<file path="src/rtl/toy_bus_lsu_os_ctrl.sv">
// Outstanding-transaction gate between the LSU request port and the 1-to-2 bus decode node.
// Tracks in-flight requests per target, optionally enforces in-order acks, and runs a drain handshake.
//
// state  | meaning
// -------+----------------------------------------------------------
// IDLE   | no requests in flight
// BUSY0  | only target 0 has requests in flight
// BUSY1  | only target 1 has requests in flight
// BUSY01 | both targets in flight (only when ORDERED = 0)
// DRAIN  | drain_req seen; issue blocked, waiting for acks to return
module toy_bus_lsu_os_ctrl #(
   parameter int unsigned MAX_OS  = 4,
   parameter logic [3:0]  T1_ID   = 4'd1,
   parameter bit          ORDERED = 1'b1
) (
   input  logic         clk,
   input  logic         rst_n,
   input  logic         in_req_vld,
   output logic         in_req_rdy,
   input  logic [3:0]   in_req_tgt_id,
   input  logic [356:0] in_req_pld,
   output logic         out_req_vld,
   input  logic         out_req_rdy,
   output logic [3:0]   out_req_tgt_id,
   output logic [356:0] out_req_pld,
   input  logic         in_ack_vld,
   output logic         in_ack_rdy,
   input  logic [3:0]   in_ack_src_id,
   input  logic [292:0] in_ack_pld,
   output logic         out_ack_vld,
   input  logic         out_ack_rdy,
   output logic [3:0]   out_ack_src_id,
   output logic [292:0] out_ack_pld,
   input  logic         drain_req,
   output logic         drain_done,
   output logic [3:0]   os_cnt0,
   output logic [3:0]   os_cnt1,
   output logic         err_underflow
);

   typedef enum logic [2:0] {IDLE, BUSY0, BUSY1, BUSY01, DRAIN} state_t;

   localparam logic [3:0] MAX_CNT = 4'(MAX_OS);

   state_t     state;
   logic [3:0] cnt0;
   logic [3:0] cnt1;
   logic       err;

   logic       req_t1;
   logic       ack_t1;
   logic [3:0] cnt_t;
   logic [3:0] cnt_other;
   logic       en;
   logic       ih;
   logic       ah;
   logic       inc0;
   logic       inc1;
   logic       dec0;
   logic       dec1;
   logic       underflow;
   logic [3:0] cnt0_nxt;
   logic [3:0] cnt1_nxt;

   // Same-counter issue and ack cancel; an ack against an empty counter saturates at 0.
   function automatic logic [3:0] cnt_upd(input logic [3:0] c, input logic inc, input logic dec);
      logic [3:0] r;
      r = c;
      if (inc && !dec)
         r = c + 4'd1;
      else if (dec && !inc && c != 4'd0)
         r = c - 4'd1;
      return r;
   endfunction

   assign req_t1    = (in_req_tgt_id == T1_ID);
   assign ack_t1    = (in_ack_src_id == T1_ID);
   assign cnt_t     = req_t1 ? cnt1 : cnt0;
   assign cnt_other = req_t1 ? cnt0 : cnt1;

   assign en = (state != DRAIN) && !drain_req && (cnt_t < MAX_CNT) &&
               (!ORDERED || cnt_other == 4'd0);

   assign out_req_vld    = in_req_vld && en;
   assign in_req_rdy     = out_req_rdy && en;
   assign out_req_tgt_id = in_req_tgt_id;
   assign out_req_pld    = in_req_pld;

   assign out_ack_vld    = in_ack_vld;
   assign in_ack_rdy     = out_ack_rdy;
   assign out_ack_src_id = in_ack_src_id;
   assign out_ack_pld    = in_ack_pld;

   assign ih   = in_req_vld && in_req_rdy;
   assign ah   = in_ack_vld && out_ack_rdy;
   assign inc0 = ih && !req_t1;
   assign inc1 = ih && req_t1;
   assign dec0 = ah && !ack_t1;
   assign dec1 = ah && ack_t1;

   assign underflow = (dec0 && cnt0 == 4'd0) || (dec1 && cnt1 == 4'd0);
   assign cnt0_nxt  = cnt_upd(cnt0, inc0, dec0);
   assign cnt1_nxt  = cnt_upd(cnt1, inc1, dec1);

   assign drain_done    = (state == DRAIN) && (cnt0 == 4'd0) && (cnt1 == 4'd0);
   assign os_cnt0       = cnt0;
   assign os_cnt1       = cnt1;
   assign err_underflow = err;

   always_ff @(posedge clk or negedge rst_n) begin
      if (!rst_n) begin
         state <= IDLE;
         cnt0  <= 4'd0;
         cnt1  <= 4'd0;
         err   <= 1'b0;
      end else begin
         cnt0 <= cnt0_nxt;
         cnt1 <= cnt1_nxt;
         if (underflow)
            err <= 1'b1;
         // State follows the post-update counts so it never lags the counters.
         if (drain_req)
            state <= DRAIN;
         else if (cnt0_nxt != 4'd0 && cnt1_nxt != 4'd0)
            state <= BUSY01;
         else if (cnt0_nxt != 4'd0)
            state <= BUSY0;
         else if (cnt1_nxt != 4'd0)
            state <= BUSY1;
         else
            state <= IDLE;
      end
   end

endmodule

</file>
<file path="config.mk">
export PLATFORM = sky130hd
export DESIGN_NAME = toy_bus_lsu_os_ctrl
export DESIGN_NICKNAME = d
export VERILOG_FILES = /design/src/rtl/toy_bus_lsu_os_ctrl.sv
export SDC_FILE = /design/constraint.sdc
export NUM_CORES = 1
export LEC_CHECK = 0
export BUFFER_PORTS_ARGS = -buffer_cell sky130_fd_sc_hd__buf_2
export CAP_MARGIN = 10
export CORE_AREA = 5 5 516 518
export DETAILED_ROUTE_END_ITERATION = 8
export DIE_AREA = 0 0 521 523
export SYNTH_ARGS = -nofsm -noshare
export SYNTH_HDL_FRONTEND = slang
export SYNTH_SLANG_ARGS = --single-unit
export TNS_END_PERCENT = 50
</file>
<file path="constraint.sdc">
create_clock -name clk -period 2.3 [get_ports clk]
set_input_delay 0.575 -clock clk [delete_from_list [all_inputs] [get_ports clk]]
set_output_delay 0.575 -clock clk [all_outputs]
set_load 0.02 [all_outputs]
</file>
==> results.rst, run 1 <==
.. list-table::
   :header-rows: 1

   * - Metric
     - Value
   * - Count of endpoints failing hold in the final timing report
     - 0
   * - Async set or reset register ratio after synthesis
     - 100%
   * - Maximum fanout encountered on the critical timing path
     - 2
   * - Crit-path max cell delay
     - 0.40 ns
   * - Worst min-delay path class
     - in -> async
   * - Final net count
     - 833
   * - Number of cells traversed by the worst register-to-register path
     - 6
   * - Critical Path Slowest Stage Cell
     - sky130_fd_sc_hd__nor4b_4
   * - Part of the power in the clock network
     - 18.8%
   * - Number of hold buffers added after CTS
     - 0
   * - Int Pwr
     - 945 uW
   * - Run status
     - complete, but fails checks
   * - Final Power
     - 1970 uW
   * - Combinational fraction of design power
     - 63.0%
   * - Commonest cells in the synthesized netlist
     - sky130_fd_sc_hd__buf_4, sky130_fd_sc_hd__dfrtp_1, sky130_fd_sc_hd__nor3_1
   * - Synthesis-to-layout area growth
     - -1.47%
   * - Proportion of netlist area held by the largest area contributor
     - 84.6%
   * - Root buffer cell
     - sky130_fd_sc_hd__clkbuf_16
   * - Max-slew violation count
     - 0
   * - Flip-flop cell with the highest count after synthesis
     - sky130_fd_sc_hd__dfrtp_1
   * - Yosys warns
     - 0
   * - Standby leakage power
     - 0.000775 uW
   * - Number of DRC markers in iteration 0
     - 240
   * - Grt ovf
     - 0
   * - Met3 wire len
     - 121000 um
   * - Post-synth EDFFs
     - 0
   * - CTS H-tree depth
     - 1
   * - Remaining design rule violation count
     - 0
   * - Count of standard-cell rows
     - 188
   * - Pre-Repair DR Iteration Count
     - 4
   * - Failing checks
     - setup timing
   * - Post-Synthesis Cells
     - 756
   * - Post-synthesis register bit count
     - 12
   * - Boundary Pins
     - 1337
   * - Clock skew after layout
     - 0.00265 ns
   * - Power density of the placed cells
     - 342 nW/um^2
   * - Total of buffers placed on input and output ports
     - 36
   * - Maximum clock rate
     - 410 MHz
   * - Max-cap violations
     - 0
   * - Largest net degree at the start of global routing
     - 13
   * - Global-route wire length before repair
     - 240000 um
   * - Effective utilization at floorplan
     - 2.24%
   * - Vias in the first global route
     - 2453
   * - Core outline area
     - 261000 sq um
   * - Series of cell instances along the critical path
     - buf_8, nor4b_4, buf_4, nand3b_4, a21oi_4, and2_4, buf_6
   * - CTS clk-pin slew, worst paths
     - 0.05 ns
   * - Final wirelength
     - 233000 um
   * - Die Ht
     - 523 um
   * - Num CTS Buffers
     - 3
   * - Top routing layer in use
     - met5
   * - Minimum period implied by the final worst setup slack
     - 2.44 ns
   * - Final antenna-violating net count
     - 0
   * - Overall die width
     - 521 um
   * - Cell area after synthesis
     - 5860 sq um
   * - Number of failing setup endpoints in the final timing report
     - 2
   * - Global placement routability congestion
     - 0.871
   * - Worst Tran Pin Value
     - 0.608 ns
   * - R2R Path Start
     - os_cnt1[0]$_DFF_PN0_
   * - P_sw
     - 1030 uW
   * - Post-layout worst setup margin
     - -0.138 ns
   * - Relative contribution of sequential cells to total power
     - 18.2%
   * - Number of library cell types mapped by synthesis
     - 42
   * - Share of the clock period used by the worst path
     - 106%
   * - Via count
     - 2989
   * - Endpoint of the lowest-slack register-to-register path
     - os_cnt0[3]$_DFF_PN0_
   * - Endpoint type of the worst setup path
     - output port
   * - Share of post-route cells with drive strength above 1
     - 54.6%
   * - Global-route usage over all layers
     - 16.3%
   * - Sum of met2 wire segment lengths after detailed routing
     - 93800 um
   * - Max Buffers Root-to-Sink
     - 2
   * - Number of nets produced by synthesis
     - 1425
   * - Util after Layout
     - 2.21%
   * - Category of cells accounting for the largest share of critical-path delay
     - simple AND/OR/NAND/NOR gates
   * - Net switching fraction of the power
     - 52.1%
   * - TritonCTS clock tree
     - yes
   * - Half-perimeter wire length of the detailed placement result
     - 231000 um
   * - Unrepaired setup endpoints after global routing
     - yes
   * - Die area
     - 272000 sq um
   * - Max IR drop VDD
     - 275 uV
   * - Post-synthesis cell type with the largest combined area
     - sky130_fd_sc_hd__buf_4
   * - Headroom to the max-slew limit
     - 59.7%
   * - Critical path data arrival time
     - 1.86 ns
   * - Met1 WL
     - 7330 um
   * - Number of filler cells placed in the layout
     - 31.3k
   * - Clk Latency, worst-skew pair
     - 0.28 ns
   * - Startpoint Class
     - input pin
   * - Via density per instance
     - 0.833
   * - Initial antenna violation count
     - 8
   * - WL/cell
     - 64.9 um
   * - Mean Syn Cell Area
     - 7.75 sq um
   * - Multi-input gate area
     - 632 sq um
   * - Clock Sink Count
     - 12
   * - Worst reg-to-reg setup slack
     - 0.24 ns
   * - Register area share after synthesis
     - 5.13%
   * - Dominant cell by count in the synthesized netlist
     - sky130_fd_sc_hd__buf_4
   * - Area occupied by registers
     - 300 sq um
   * - Area contributors post-synth
     - sky130_fd_sc_hd__buf_4, sky130_fd_sc_hd__dfrtp_1, sky130_fd_sc_hd__ha_1
   * - Total buffers and inverters traversed by the critical path
     - 3
   * - Minimum hold slack
     - 0.244 ns
   * - Critical path data required time
     - 1.73 ns
   * - Setup CP Type
     - in -> out
==> metrics by stage <==
stage                     worst slack [ns]  instances  cell area [sq um]  setup TNS [ns]
final                               -0.138       3587               5770          -0.257
after global routing                -0.194       3585               5770          -0.375
after CTS                           -0.171       3583               5740          -0.332
after detailed placement            -0.826       3578               5570           -5.25
after global placement              -0.832       3578               5570           -5.30
after floorplan                      0.123        756               5860               0
==> repair_timing <==
action                     CTS  global route
setup endpoints to repair   12             3
setup buffers                1             0
resized for setup           16             5
cloned                       0             0
pin swaps                    3             4
==> flip-flops by register name (all words and copies together) (netlist names) <==
signal	flops
os_cnt0	4
os_cnt1	4
state	3
err_underflow	1
==> power by group through the flow <==
| stage | registers (uW) | clock network [uW] | logic [uW] |
|---|---|---|---|
| final | 359 | 370 | 1240 |
| after global routing | 365 | 386 | 1300 |
| after CTS | 353 | 373 | 1250 |
| after detailed placement | 354 | 0 | 1210 |
| after global placement | 350 | 0 | 1210 |
| after floorplan | 418 | 0 | 2050 |
==> area by class of cell <==
type                            instances  share of cell area, %
Multi-Input combinational cell         76                   10.9
Inverter                                6                  0.390
Tap cell                             3420                   74.2
Sequential cell                        12                   5.20
Antenna cell                            4                  0.173
Timing Repair Buffer                   65                   7.59
Clock buffer                            4                   1.54
==> cells by family (layout without fill, tap and decap cells) <==
family / after synthesis / after routing / synth area share, %
XOR/XNOR: 3 / 3 / 0.449
buffers and inverters: 668 / 75 / 85.3
flip-flops: 12 / 12 / 5.13
adder cells (fa/ha/maj): 4 / 4 / 0.855
AND/OR/NAND/NOR: 43 / 43 / 4.68
other: 0 / 4 / 0
AO/OA/AOI/OAI: 22 / 22 / 2.91
multiplexers: 4 / 4 / 0.726
==> how the worst max path moves through the flow <==
stage / start / end / slack (ns) / cells after the start
after floorplan: in_ack_src_id[3] / state[1]$_DFF_PN0_ / 0.12 / 5
after global placement: in_req_tgt_id[3] / in_req_rdy / -0.83 / 7
after detailed placement: in_req_tgt_id[3] / in_req_rdy / -0.83 / 7
after CTS: in_req_tgt_id[1] / in_req_rdy / -0.17 / 7
after global routing: in_req_tgt_id[2] / in_req_rdy / -0.19 / 7
final: in_req_tgt_id[2] / in_req_rdy / -0.14 / 7
==> worst reg2reg max path: cells and delay by family (launching register included) <==
| kind | cells | cell delay [ns] |
|---|---|---|
| buffers and inverters | 1 | 0.16 |
| AND/OR/NAND/NOR | 4 | 0.99 |
| multiplexers | 1 | 0.33 |
| flip-flops | 1 | 0.45 |
==> placed cells by master (no fill, tap or decap), types with 2 or more instances in the layout <==
| cell | instances |
|---|---|
| sky130_fd_sc_hd__a21o_1 | 2 |
| sky130_fd_sc_hd__a21oi_1 | 4 |
| sky130_fd_sc_hd__a2bb2oi_1 | 2 |
| sky130_fd_sc_hd__and2_4 | 2 |
| sky130_fd_sc_hd__buf_2 | 31 |
| sky130_fd_sc_hd__buf_4 | 30 |
| sky130_fd_sc_hd__buf_6 | 2 |
| sky130_fd_sc_hd__clkbuf_16 | 3 |
| sky130_fd_sc_hd__dfrtp_1 | 12 |
| sky130_fd_sc_hd__diode_2 | 4 |
| sky130_fd_sc_hd__ha_1 | 3 |
| sky130_fd_sc_hd__inv_1 | 6 |
| sky130_fd_sc_hd__mux2_2 | 2 |
| sky130_fd_sc_hd__mux2i_1 | 2 |
| sky130_fd_sc_hd__nand2_1 | 5 |
| sky130_fd_sc_hd__nand4_1 | 2 |
| sky130_fd_sc_hd__nor2_1 | 6 |
| sky130_fd_sc_hd__nor2b_1 | 3 |
| sky130_fd_sc_hd__nor3_1 | 7 |
| sky130_fd_sc_hd__o211ai_1 | 2 |
| sky130_fd_sc_hd__or2_2 | 2 |
| sky130_fd_sc_hd__or3b_2 | 2 |
| sky130_fd_sc_hd__xnor2_1 | 3 |
==> layer usage <==
layer / GRT usage, % / vias up
met5: 1.21 / -
met4: 6.17 / 8
met3: 40.4 / 217
met2: 23.3 / 1535
met1: 1.32 / 733
li1: - / 496
Note: power is estimated with default switching activity, not from simulation.
==> run 2, diff against run 1 <==
==> config.mk (replaced) <==
export PLATFORM = sky130hd
export DESIGN_NAME = toy_bus_lsu_os_ctrl
export DESIGN_NICKNAME = d
export VERILOG_FILES = /design/src/rtl/toy_bus_lsu_os_ctrl.sv
export SDC_FILE = /design/constraint.sdc
export NUM_CORES = 1
export LEC_CHECK = 0
export CAP_MARGIN = 10
export CORE_AREA = 5 5 515 517
export DETAILED_ROUTE_END_ITERATION = 8
export DIE_AREA = 0 0 520 522
export DONT_BUFFER_PORTS = 1
export SYNTH_ARGS = -nofsm -noshare
export SYNTH_HDL_FRONTEND = slang
export SYNTH_SLANG_ARGS = --single-unit
export TNS_END_PERCENT = 50
==> run 2 against run 1 <==
  * The run now ends clean
  * Final cell count is 1.1% lower
  * Global-route usage is 0.15 points higher
  * Clock skew is 0.0022 ns higher
  * Critical path type is now reg -> out
  * Largest power group unchanged
==> results.rst, run 2 (same netlist as run 1, synthesis figures left out) <==
.. list-table::
   :header-rows: 1

   * - Metric
     - Value
   * - Max-cap violations
     - 0
   * - Remaining design rule violation count
     - 0
   * - Final wirelength
     - 234000 um
   * - Total of buffers placed on input and output ports
     - 0
   * - TritonCTS clock tree
     - yes
   * - Total buffers and inverters traversed by the critical path
     - 4
   * - Critical Path Slowest Stage Cell
     - sky130_fd_sc_hd__dfrtp_2
   * - Die Ht
     - 522 um
   * - Critical path data arrival time
     - 1.67 ns
   * - Minimum period implied by the final worst setup slack
     - 2.24 ns
   * - Final Power
     - 1810 uW
   * - Root buffer cell
     - sky130_fd_sc_hd__clkbuf_16
   * - Share of the clock period used by the worst path
     - 97.6%
   * - Worst min-delay path class
     - in -> async
   * - Power density of the placed cells
     - 328 nW/um^2
   * - Most common library cell in the layout ignoring fill and taps
     - sky130_fd_sc_hd__buf_4
   * - Die area
     - 271000 sq um
   * - Core outline area
     - 261000 sq um
   * - Max-slew violation count
     - 0
   * - Pre-Repair DR Iteration Count
     - 4
   * - Half-perimeter wire length of the detailed placement result
     - 232000 um
   * - Synthesis-to-layout area growth
     - -5.58%
   * - WL/cell
     - 65.9 um
   * - Maximum clock rate
     - 446 MHz
   * - Worst Tran Pin Value
     - 0.521 ns
   * - Global-route usage over all layers
     - 16.5%
   * - Share of post-route cells with drive strength above 1
     - 40.5%
   * - Max IR drop VDD
     - 301 uV
   * - Global placement routability congestion
     - 0.825
   * - Endpoint type of the worst setup path
     - output port
   * - Vias in the first global route
     - 2281
   * - Final net count
     - 791
   * - Via density per instance
     - 0.802
   * - Crit-path max cell delay
     - 0.45 ns
   * - Max Buffers Root-to-Sink
     - 2
   * - Number of cells traversed by the worst register-to-register path
     - 6
   * - Num CTS Buffers
     - 3
   * - Number of filler cells placed in the layout
     - 31.1k
   * - Headroom to the max-slew limit
     - 65.3%
   * - Count of endpoints failing hold in the final timing report
     - 0
   * - Largest net degree at the start of global routing
     - 13
   * - Effective utilization at floorplan
     - 2.25%
   * - Worst reg-to-reg setup slack
     - 0.21 ns
   * - Count of standard-cell rows
     - 188
   * - Run status
     - completed
   * - CTS clk-pin slew, worst paths
     - 0.05 ns
   * - Category of cells accounting for the largest share of critical-path delay
     - flip-flops
   * - Number of failing setup endpoints in the final timing report
     - 0
   * - Endpoint of the lowest-slack register-to-register path
     - state[1]$_DFF_PN0_
   * - R2R Path Start
     - os_cnt0[3]$_DFF_PN0_
   * - Setup TNS
     - 0 ns
   * - Grt ovf
     - 0
   * - CTS H-tree depth
     - 1
   * - Final antenna-violating net count
     - 0
   * - Number of DRC markers in iteration 0
     - 237
   * - Maximum fanout encountered on the critical timing path
     - 6
   * - Via count
     - 2848
   * - Initial antenna violation count
     - 14
   * - Util after Layout
     - 2.12%
   * - Critical path data required time
     - 1.73 ns
   * - Overall die width
     - 520 um
   * - Clk Latency, worst-skew pair
     - 0.25 ns
   * - Standby leakage power
     - 0.000561 uW
   * - Minimum hold slack
     - 0.0304 ns
   * - Commonest non-fill, non-tap cells in the layout
     - sky130_fd_sc_hd__buf_4, sky130_fd_sc_hd__dfrtp_1, sky130_fd_sc_hd__nor2_1, sky130_fd_sc_hd__nor3_1
   * - Boundary Pins
     - 1337
   * - Setup CP Type
     - reg -> out
   * - Critical Path Most Common Cell
     - sky130_fd_sc_hd__inv_2
   * - Global-route wire length before repair
     - 241000 um
   * - Unrepaired setup endpoints after global routing
     - yes
   * - Startpoint Class
     - flip-flop
   * - Clock Sink Count
     - 12
   * - Series of cell instances along the critical path
     - inv_2, ha_4, inv_2, nor3_2, nand2_1, nor2_1, buf_4, buf_8
   * - Clock skew after layout
     - 0.00480 ns
[run 2: changes by cell type in the layout (fill, tap and decap cells not counted), sizes merged]
cell   delta
buf      -42
diode     +4
[run 2: cell type report]
type | instances | area (sq um) | share of cell area, %
Tap cell | 3420 | 4280 | 77.4
Timing Repair Buffer | 23 | 205 | 3.71
Sequential cell | 12 | 304 | 5.50
Inverter | 6 | 22.5 | 0.407
Multi-Input combinational cell | 76 | 611 | 11.0
Antenna cell | 8 | 20.0 | 0.362
Clock buffer | 4 | 88.8 | 1.61
[run 2: timing repair]
action / in CTS / in global routing
setup buffers: 0 / 5
hold buffers: 0 / 0
gates cloned: 0 / 0
resized for setup: 8 / 8
pin swaps: 0 / 4
endpoints found under the setup margin: 3 / 3
[run 2: worst max-delay path by stage]
stage,from,end,slack [ns],cells after the start
3_5_place_dp,in_req_tgt_id[3],in_req_rdy,0.002,5
2_1_floorplan,in_ack_src_id[3],state[1]$_DFF_PN0_,0.12,5
4_1_cts,os_cnt0[0]$_DFF_PN0_,drain_done,0.004,7
3_3_place_gp,in_req_tgt_id[3],out_req_vld,-0.05,5
5_1_grt,os_cnt1[0]$_DFF_PN0_,drain_done,-0.05,8
6_report,os_cnt1[0]$_DFF_PN0_,drain_done,0.06,8
[run 2: metal layers]
| layer | wire (um) | vias to the layer above | track usage [%] |
|---|---|---|---|
| li1 | - | 419 | - |
| met1 | 4940 | 632 | 1.04 |
| met2 | 97600 | 1544 | 24.5 |
| met3 | 122000 | 239 | 40.4 |
| met4 | 9210 | 14 | 5.31 |
| met5 | 712 | - | 1.77 |
[run 2: worst reg2reg max path, stage by stage (launching register included)]
cell	delay, ns
sky130_fd_sc_hd__dfrtp_1	0.44
sky130_fd_sc_hd__nor4_4	0.30
sky130_fd_sc_hd__nand4_1	0.29
sky130_fd_sc_hd__buf_4	0.25
sky130_fd_sc_hd__o211ai_1	0.31
sky130_fd_sc_hd__a221oi_2	0.13
sky130_fd_sc_hd__o31a_1	0.26
[run 2: report_power, final]
| part | internal, uW | switching (uW) | total, uW |
|---|---|---|---|
| Sequential | 278 | 108 | 387 |
| Clock | 264 | 108 | 372 |
| Combinational | 401 | 653 | 1050 |
| Total | 943 | 869 | 1810 |
[run 2: through the flow]
step / cells / instance area [sq um] / setup slack (ns)
2_1_floorplan: 756 / 5860 / 0.123
3_3_place_gp: 3532 / 5330 / -0.0535
3_5_place_dp: 3532 / 5330 / 0.00163
4_1_cts: 3536 / 5450 / 0.00365
5_1_grt: 3544 / 5520 / -0.0464
6_report: 3549 / 5530 / 0.0558
